[src/rtl/regfile_pkg.sv]
// Shared types and default parameter values for the parametrised register file
// and its dump sequencer.
package regfile_pkg;

   typedef enum logic [1:0] {
      IDLE = 2'd0,
      DUMP = 2'd1,
      DONE = 2'd2
   } dump_state_t;

   localparam int DEF_DATA_WIDTH = 16;
   localparam int DEF_DEPTH      = 8;
   localparam int DEF_NUM_READ   = 2;
   localparam int DEF_ZERO_REG   = 0;
   localparam int DEF_BYPASS     = 1;

endpackage

[src/rtl/regfile_dump_fsm.sv]
// Dump sequencer: detects the rising edge of complete, walks the register
// indices over a valid/ready handshake and pulses done after the last word.
module regfile_dump_fsm
   import regfile_pkg::*;
#(
   parameter int DEPTH      = DEF_DEPTH,
   parameter int ADDR_WIDTH = $clog2(DEPTH)
)(
   input  logic                  clk,
   input  logic                  rst_n,
   input  logic                  i_complete,
   input  logic                  i_dump_ready,
   output logic                  o_dump_valid,
   output logic [ADDR_WIDTH-1:0] o_dump_address,
   output logic                  o_dump_last,
   output logic                  o_dump_done,
   output logic                  o_busy
);

   dump_state_t           r_state;
   dump_state_t           w_state_next;
   logic [ADDR_WIDTH-1:0] r_addr;
   logic [ADDR_WIDTH-1:0] w_addr_next;
   logic                  r_complete;
   logic                  r_armed;
   logic                  w_start;
   logic                  w_last;

   // r_armed blocks a start until complete has been seen low once since reset,
   // so a level still high when reset is released does not launch a dump.
   assign w_start = i_complete && !r_complete && r_armed;
   assign w_last  = (r_addr == ADDR_WIDTH'(DEPTH - 1));

   always_ff @(posedge clk or negedge rst_n) begin
      if (!rst_n) begin
         r_state    <= IDLE;
         r_addr     <= '0;
         r_complete <= 1'b0;
         r_armed    <= 1'b0;
      end else begin
         r_state    <= w_state_next;
         r_addr     <= w_addr_next;
         r_complete <= i_complete;
         if (!i_complete)
            r_armed <= 1'b1;
      end
   end

   always_comb begin
      w_state_next = r_state;
      w_addr_next  = r_addr;
      case (r_state)
         IDLE: begin
            if (w_start) begin
               w_state_next = DUMP;
               w_addr_next  = '0;
            end
         end
         DUMP: begin
            if (i_dump_ready) begin
               if (w_last) begin
                  w_state_next = DONE;
                  w_addr_next  = '0;
               end else begin
                  w_addr_next = r_addr + 1'b1;
               end
            end
         end
         DONE:    w_state_next = IDLE;
         default: w_state_next = IDLE;
      endcase
   end

   always_comb begin
      o_dump_valid   = (r_state == DUMP);
      o_dump_last    = (r_state == DUMP) && w_last;
      o_dump_done    = (r_state == DONE);
      o_busy         = (r_state != IDLE);
      o_dump_address = r_addr;
   end

endmodule

[src/rtl/param_register_file.sv]
// Parametrised register file with N combinational read ports, optional zero
// register, write-to-read bypass, asynchronous clear and a handshake dump port.
module param_register_file
   import regfile_pkg::*;
#(
   parameter int DATA_WIDTH = DEF_DATA_WIDTH,
   parameter int DEPTH      = DEF_DEPTH,
   parameter int ADDR_WIDTH = $clog2(DEPTH),
   parameter int NUM_READ   = DEF_NUM_READ,
   parameter int ZERO_REG   = DEF_ZERO_REG,
   parameter int BYPASS     = DEF_BYPASS
)(
   input  logic                           clk,
   input  logic                           rst_n,
   input  logic                           i_write,
   input  logic [ADDR_WIDTH-1:0]          i_write_address,
   input  logic [DATA_WIDTH-1:0]          i_write_data,
   input  logic [NUM_READ*ADDR_WIDTH-1:0] i_read_address,
   output logic [NUM_READ*DATA_WIDTH-1:0] o_read_data,
   input  logic                           i_complete,
   output logic                           o_dump_valid,
   input  logic                           i_dump_ready,
   output logic [ADDR_WIDTH-1:0]          o_dump_address,
   output logic [DATA_WIDTH-1:0]          o_dump_data,
   output logic                           o_dump_last,
   output logic                           o_dump_done,
   output logic                           o_busy,
   output logic                           o_write_dropped
);

   logic [DATA_WIDTH-1:0] r_regs [DEPTH];
   logic                  r_write_dropped;
   logic                  w_busy;
   logic                  w_write_ok;
   logic [ADDR_WIDTH-1:0] w_dump_address;

   function automatic logic in_range(input logic [ADDR_WIDTH-1:0] a);
      return {1'b0, a} < (ADDR_WIDTH+1)'(DEPTH);
   endfunction

   function automatic logic is_zero_reg(input logic [ADDR_WIDTH-1:0] a);
      return (ZERO_REG != 0) && (a == '0);
   endfunction

   assign w_write_ok = i_write && !w_busy && in_range(i_write_address)
                       && !is_zero_reg(i_write_address);

   always_ff @(posedge clk or negedge rst_n) begin
      if (!rst_n) begin
         for (int i = 0; i < DEPTH; i++)
            r_regs[i] <= '0;
      end else if (w_write_ok) begin
         r_regs[i_write_address] <= i_write_data;
      end
   end

   // Sticky: a dump in progress froze the array and a write was lost.
   always_ff @(posedge clk or negedge rst_n) begin
      if (!rst_n)
         r_write_dropped <= 1'b0;
      else if (i_write && w_busy)
         r_write_dropped <= 1'b1;
   end

   for (genvar gi = 0; gi < NUM_READ; gi++) begin : g_read
      logic [ADDR_WIDTH-1:0] w_addr;
      logic [DATA_WIDTH-1:0] w_data;

      assign w_addr = i_read_address[gi*ADDR_WIDTH +: ADDR_WIDTH];

      always_comb begin
         if (!in_range(w_addr) || is_zero_reg(w_addr))
            w_data = '0;
         else if ((BYPASS != 0) && i_write && !w_busy && (w_addr == i_write_address))
            w_data = i_write_data;
         else
            w_data = r_regs[w_addr];
      end

      assign o_read_data[gi*DATA_WIDTH +: DATA_WIDTH] = w_data;
   end

   regfile_dump_fsm #(
      .DEPTH      (DEPTH),
      .ADDR_WIDTH (ADDR_WIDTH)
   ) u_dump_fsm (
      .clk            (clk),
      .rst_n          (rst_n),
      .i_complete     (i_complete),
      .i_dump_ready   (i_dump_ready),
      .o_dump_valid   (o_dump_valid),
      .o_dump_address (w_dump_address),
      .o_dump_last    (o_dump_last),
      .o_dump_done    (o_dump_done),
      .o_busy         (w_busy)
   );

   assign o_dump_address  = w_dump_address;
   assign o_dump_data     = is_zero_reg(w_dump_address) ? '0 : r_regs[w_dump_address];
   assign o_busy          = w_busy;
   assign o_write_dropped = r_write_dropped;

endmodule

[config.mk]
export PLATFORM = sky130hd
export DESIGN_NAME = param_register_file
export DESIGN_NICKNAME = d
export VERILOG_FILES = /design/src/rtl/regfile_pkg.sv /design/src/rtl/regfile_dump_fsm.sv /design/src/rtl/param_register_file.sv
export SDC_FILE = /design/constraint.sdc
export NUM_CORES = 1
export LEC_CHECK = 0
export CORE_MARGIN = 4
export CORE_UTILIZATION = 45
export CTS_BUF_LIST = sky130_fd_sc_hd__clkbuf_8
export CTS_CLUSTER_SIZE = 14
export DETAILED_ROUTE_END_ITERATION = 8
export DONT_BUFFER_PORTS = 1
export PLACE_DENSITY = 0.66
export SYNTH_ARGS = -nofsm -noshare
export SYNTH_HDL_FRONTEND = slang
export SYNTH_SLANG_ARGS = --single-unit
[constraint.sdc]
create_clock -name clk -period 2.9 [get_ports clk]
set_input_delay 0.58 -clock clk [delete_from_list [all_inputs] [get_ports clk]]
set_output_delay 0.58 -clock clk [all_outputs]
set_load 0.02 [all_outputs]
# [Word level (Yosys, flattened, before mapping)]
# Index checks and enable logic that the tools add are counted.
[classes] reduce_logical=15 magnitude_cmp=5 eq_ne=8 addsub=1 muxes=22 bitwise=4
[ops] operator="16-bit binary-select mux with 3-bit select" n=3
[ops] operator="16-bit two-way mux" n=9
[ops] operator="128-bit bitwise mux" n=1
[ops] operator="16-bit demux with 3-bit select" n=1
[ops] operator="4-bit greater-or-equal comparator (second input constant)" n=4
[ops] operator="3-bit NOT with 4-bit output" n=4
[ops] operator="3-bit two-way mux" n=3
[ops] operator="1-bit logical AND" n=8
[ops] operator="3-bit == test" n=2
[ops] operator="2-bit two-way mux" n=3
[ops] operator="2-bit by 1-bit inequality test with 1-bit output (second input constant)" n=3
[ops] operator="3-bit case mux with 2 select lines" n=1
[ops] operator="3-bit AND reduction" n=2
[ops] operator="4-bit by 1-bit less-than comparator with 1-bit output (second input constant)" n=1
[ops] operator="2-bit case mux with 2 select lines" n=1
[ops] operator="2-bit nonzero test" n=2
[ops] operator="3-bit by 1-bit adder with 3-bit output (second input constant)" n=1
[ops] operator="3-bit == test (second input constant)" n=1
[ops] operator="2-bit by 1-bit == test with 1-bit output (second input constant)" n=1
[ops] operator="2-bit == test (second input constant)" n=1
[ops] operator="1-bit logical NOT" n=2
[ops] operator="2-bit logical NOT" n=1
[totals] wordCells=68 output_inout_bits=56 reg_bits=136

# [Depth between registers and ports, before layout]
# Gate-level depths: netlist of the first run.
[logic_depth] word_depth=6 ltp_mapped=6

# [Modules after synthesis]
# Synthesis of the first run repeated with hierarchy kept, for this count alone.
[hier_totals] cells_unflattened=542 hier_area_um2=8831.0
[modules_own_cells] module="param_register_file" n_inst=1 area_each_um2=8484.4 cells_per_inst=514 seq_area_each_um2=3228.1
[modules_own_cells] module="regfile_dump_fsm" n_inst=1 area_each_um2=346.6 cells_per_inst=28 seq_area_each_um2=175.2

# [Worst setup path before layout of the first run]
# No wires, ideal clock.
[synth_timing] path_type="in2out" start="input i_read_address[4]" end="output o_read_data[23]" stages=5 arrival_ns=1.982 setup_slack_ns=0.338 path_buffers=2 path_cell_list="clkbuf_1 -> clkbuf_1 -> mux4_2 -> mux2_2 -> mux2_4"
[synth_between] elab_chain_len=5 elab_cells_between_ends=7 cone_classes="eq/ne: 1; mux: 4; bitwise: 1; reduce/logical: 1"
[synth_lines] element="start: declaration" line="param_register_file.sv:18" rtl="input logic [NUM_READ*ADDR_WIDTH-1:0] i_read_address,"
[synth_lines] element="3-bit NOT with 4-bit output (implied by the code)" line="param_register_file.sv:77" rtl="w_data = r_regs[w_addr];"
[synth_lines] element="16-bit binary-select mux with 3-bit select" line="param_register_file.sv:77"
[synth_lines] element="16-bit two-way mux (implied by the code) (2 in a row)" line="param_register_file.sv:77"
[synth_lines] element="16-bit two-way mux (*)" line="param_register_file.sv:74" rtl="else if ((BYPASS != 0) && i_write && !w_busy && (w_addr == i_write_address))"
[synth_lines] element="end: declaration" line="param_register_file.sv:19" rtl="output logic [NUM_READ*DATA_WIDTH-1:0] o_read_data,"
# Mark *: on every way between the ends. The rest lies on a longest branch, timed or not. The select of a mux whose other input is x is not followed.

# [Worst setup path after layout of the first run]
[layout_timing] start="register u_dump_fsm.r_state[0]" end="output o_read_data[21]"
[layout_between] elab_chain_len=5
[layout_lines] element="start: declaration" line="regfile_dump_fsm.sv:20" rtl="dump_state_t r_state;"
[layout_lines] element="start signal: assignment" line="regfile_dump_fsm.sv:41" rtl="r_state <= w_state_next;"
[layout_lines] element="2-bit nonzero test" line="regfile_dump_fsm.sv:78" rtl="o_busy = (r_state != IDLE);"
[layout_lines] element="1-bit logical NOT" line="param_register_file.sv:74"
[layout_lines] element="1-bit logical AND (2 in a row)" line="param_register_file.sv:74"
[layout_lines] element="16-bit two-way mux" line="param_register_file.sv:74"
# Every way passes these cells.

==> flow_summary.json, run 1 <==
{
  "grt_use_total": 0.215,
  "postSynthCellCount": 577,
  "antenna_found_initial": 0,
  "yosysSeqAreaShare": 0.383,
  "critPathCaptureType": "output port",
  "post_cts_buffers": 0,
  "die_x_microns": 148,
  "clock_skew_ns": 0.0107,
  "fin_crit_sh": 0.938,
  "path_depth": 4,
  "yosysMostFrequentCell": "mux2_2",
  "regToRegSetupSlack_ns": 0.82,
  "r2r-start": "u_dump_fsm.r_state[0]",
  "io_buffers": 0,
  "crit_path_start": "u_dump_fsm.r_state[0]",
  "synth_nets": 610,
  "remaining_drc_errors": 0,
  "first_pass_iters": 4,
  "cpPeakStageDelay_ns": 0.55,
  "grt-ovfl-total": 0,
  "swShare": 0.370,
  "cts_buffer_depth": 2,
  "initial_utilization": 0.456,
  "grt_setup_unrepaired": "no",
  "synthArstFlopShare": 1.00,
  "yosys-top-cells-area": "dfrtp_1 (38%), mux2_2 (23%), mux4_1 (18%), mux4_2 (9.1%), nand2_1 (2.3%)",
  "rr_worst_depth": 3,
  "cp.required_ns": 2.32,
  "crit_chain": "nor3b_2 > nand4_2 > buf_4 > mux2_4",
  "timing.slew.headroom": 0.404,
  "gp_congestion": 0.750,
  "grt_max_degree": 137,
  "vias_per_cell": 6.51,
  "wl_mm": 23.1,
  "ys.flop_type": "dfrtp_1",
  "stdcell_count": 827,
  "seqCellArea_sq_um": 3400,
  "placed_cell_area_sq_um": 8990,
  "crit_type": "register to output port",
  "clk_latency_ns": 0.45,
  "status": "complete, but fails checks",
  "drive_gt1_frac": 0.496,
  "timing.setup.tns_ns": 0,
  "critPathLaunchType": "register",
  "max_freq_mhz": 368,
  "crit_end": "o_read_data[21]",
  "cts_max_level": 4,
  "pin_count": 86,
  "multi_input_comb_area_sq_um": 5140,
  "path_max_fanout": 11,
  "max_cap_violations": 0,
  "seqPwrFrac": 0.381,
  "place_inst": 796,
  "cts_root_buffer": "clkbuf_8",
  "power_density_nw_per_um2": 1060,
  "synth_top_cells_by_count": "mux2_2 (183), dfrtp_1 (136), mux4_1 (60), nand2_1 (55), mux4_2 (36)",
  "die_area_sq_um": 22000,
  "grt_pass1_vias": 5737,
  "cts_tree": "yes",
  "via_count": 5382,
  "netlist_area_sq_um": 8880,
  "nNetsFinal": 583,
  "coreArea_sq_um": 19500,
  "finish.instance_area_sq_um": 9370,
  "drtIter0Drc": 367,
  "whs_ns": -0.167,
  "path_delay_family": "flip-flops",
  "p_sw_mw": 3.69,
  "cellLeakagePower_nw": 4.16,
  "routedWlPerCell_microns": 27.9,
  "cts_made_buffers": 17,
  "worst_pin_slew_ns": 0.888,
  "rows": 51,
  "synth_cell_types": 30,
  "failed_checks": "negative hold slack",
  "hpwlAfterDp_mm": 14.1,
  "clkTransAtPathRegs_ns": 0.08,
  "cts.sinks": 136,
  "period_needed_ns": 2.72,
  "synth-seq-cells": 136,
  "r2r_end": "r_regs[105]",
  "die_h_microns": 148,
  "finalHoldViolCount": 136,
  "area_delta_synth_final_pct": 5.51,
  "nFillCells": 1650,
  "ys_warn_count": 0,
  "clkPwrFrac": 0.150,
  "syn_area_per_cell_sq_um": 15.4,
  "synth_edf_count": 0,
  "yosys.area.top_type": "dfrtp_1",
  "grt_pass1_wl_mm": 35.4,
  "synth_top_area_share": 0.383,
  "pwr-share-comb": 0.470,
  "cp_slowest_cell": "dfrtp_1",
  "critPathArrivalTime_ns": 2.14,
  "finalSetupViolations": 0,
  "worst-path-buf-inv": 1,
  "ant_nets": 0,
  "drv_slew": 0,
  "vdd_ir_drop_max_mv": 0.404,
  "antenna_cells": 0,
  "p_int_mw": 6.28,
  "min_path_type": "input port to async pin"
}
==> layer usage <==
layer / track usage / part of all wire
met1: 0.274 / 0.40
met2: 0.371 / 0.51
met3: 0.0506 / 0.068
met4: 0.0545 / 0.014
met5: 0 / 0
==> power groups by stage <==
| stage | logic (mW) | clock network [mW] | registers (mW) |
|---|---|---|---|
| 4_1_cts | 4.74 | 1.52 | 3.75 |
| 6_report | 4.68 | 1.49 | 3.79 |
| 2_1_floorplan | 4.12 | 0 | 3.39 |
| 3_3_place_gp | 4.60 | 0 | 3.64 |
| 3_5_place_dp | 4.71 | 0 | 3.78 |
| 5_1_grt | 5.01 | 1.60 | 3.90 |
==> cell families after synthesis <==
| kind of cell | share of synthesized area |
|---|---|
| compound gates | 0.00197 |
| xor+xnor | 0.00592 |
| mux | 0.521 |
| flops | 0.383 |
| buf+inv | 0.0388 |
| fa+ha+maj | 0.00423 |
| simple gates | 0.0451 |
==> how the worst min path moves through the flow <==
stage | startpoint | end | cells past startpoint
finish | rst_n | r_regs[31] | 0
global route | rst_n | u_dump_fsm.o_dump_address[2] | 0
CTS | rst_n | o_write_dropped | 0
detailed placement | rst_n | r_regs[14] | 0
global placement | rst_n | r_regs[14] | 0
floorplan | rst_n | o_write_dropped | 0
==> metrics by stage <==
stage | worst slack, ns | power [mW] | hold WS, ns | utilization
final | 0.181 | 9.96 | -0.167 | 0.481
after global routing | 0.0791 | 10.5 | -0.202 | 0.481
after CTS | 0.145 | 10.0 | -0.200 | 0.481
after detailed placement | 0.523 | 8.49 | 0.293 | 0.462
after global placement | 0.541 | 8.23 | 0.293 | 0.462
after floorplan | 0.338 | 7.51 | 0.284 | -
==> worst reg2reg max path: stages (launching register included) <==
cell and delay (ns):
dfrtp_1 0.55, nor4bb_4 0.49, nand2_2 0.49, mux2_2 0.44
==> placed cells by master, fill, tap and decap left out, drive strengths merged, types with 2 or more instances in the layout <==
cell type,count
mux2,194
dfrtp,136
mux4,96
nand2,58
clkbuf,23
buf,14
xnor2,6
inv,6
nor2b,4
and3,3
ha,3
nand4,2
a21oi,2
clkinv,2
nor3b,2
==> flip-flops by register name (all words and copies together) (netlist names) <==
signal / cells
u_dump_fsm.o_dump_address: 3
u_dump_fsm.r_complete: 1
u_dump_fsm.r_state: 2
u_dump_fsm.r_armed: 1
o_write_dropped: 1
r_regs: 128
==> layout make-up <==
cell class,instances,share of cell area
flip-flops and latches,136,0.363
inverters,1,0.000401
repair buffers,14,0.0126
clock inverters,8,0.00614
multi-input cells,380,0.548
clock buffers,23,0.0338
well taps,265,0.0354
==> timing repair <==
item                       CTS  global route
hold endpoints to repair   136           136
gates resized for setup      1             0
setup endpoints to repair    1             0
Power figures use the tool's default switching activity.
==> run 2: changes to the inputs <==
--- a/config.mk
+++ b/config.mk
@@ -12,6 +12,7 @@
 export DETAILED_ROUTE_END_ITERATION = 8
 export DONT_BUFFER_PORTS = 1
 export PLACE_DENSITY = 0.66
+export SLEW_MARGIN = 25
 export SYNTH_ARGS = -nofsm -noshare
 export SYNTH_HDL_FRONTEND = slang
 export SYNTH_SLANG_ARGS = --single-unit
==> results of run 2 <==
Final layout, timing and power as in run 1 (identical DEF).
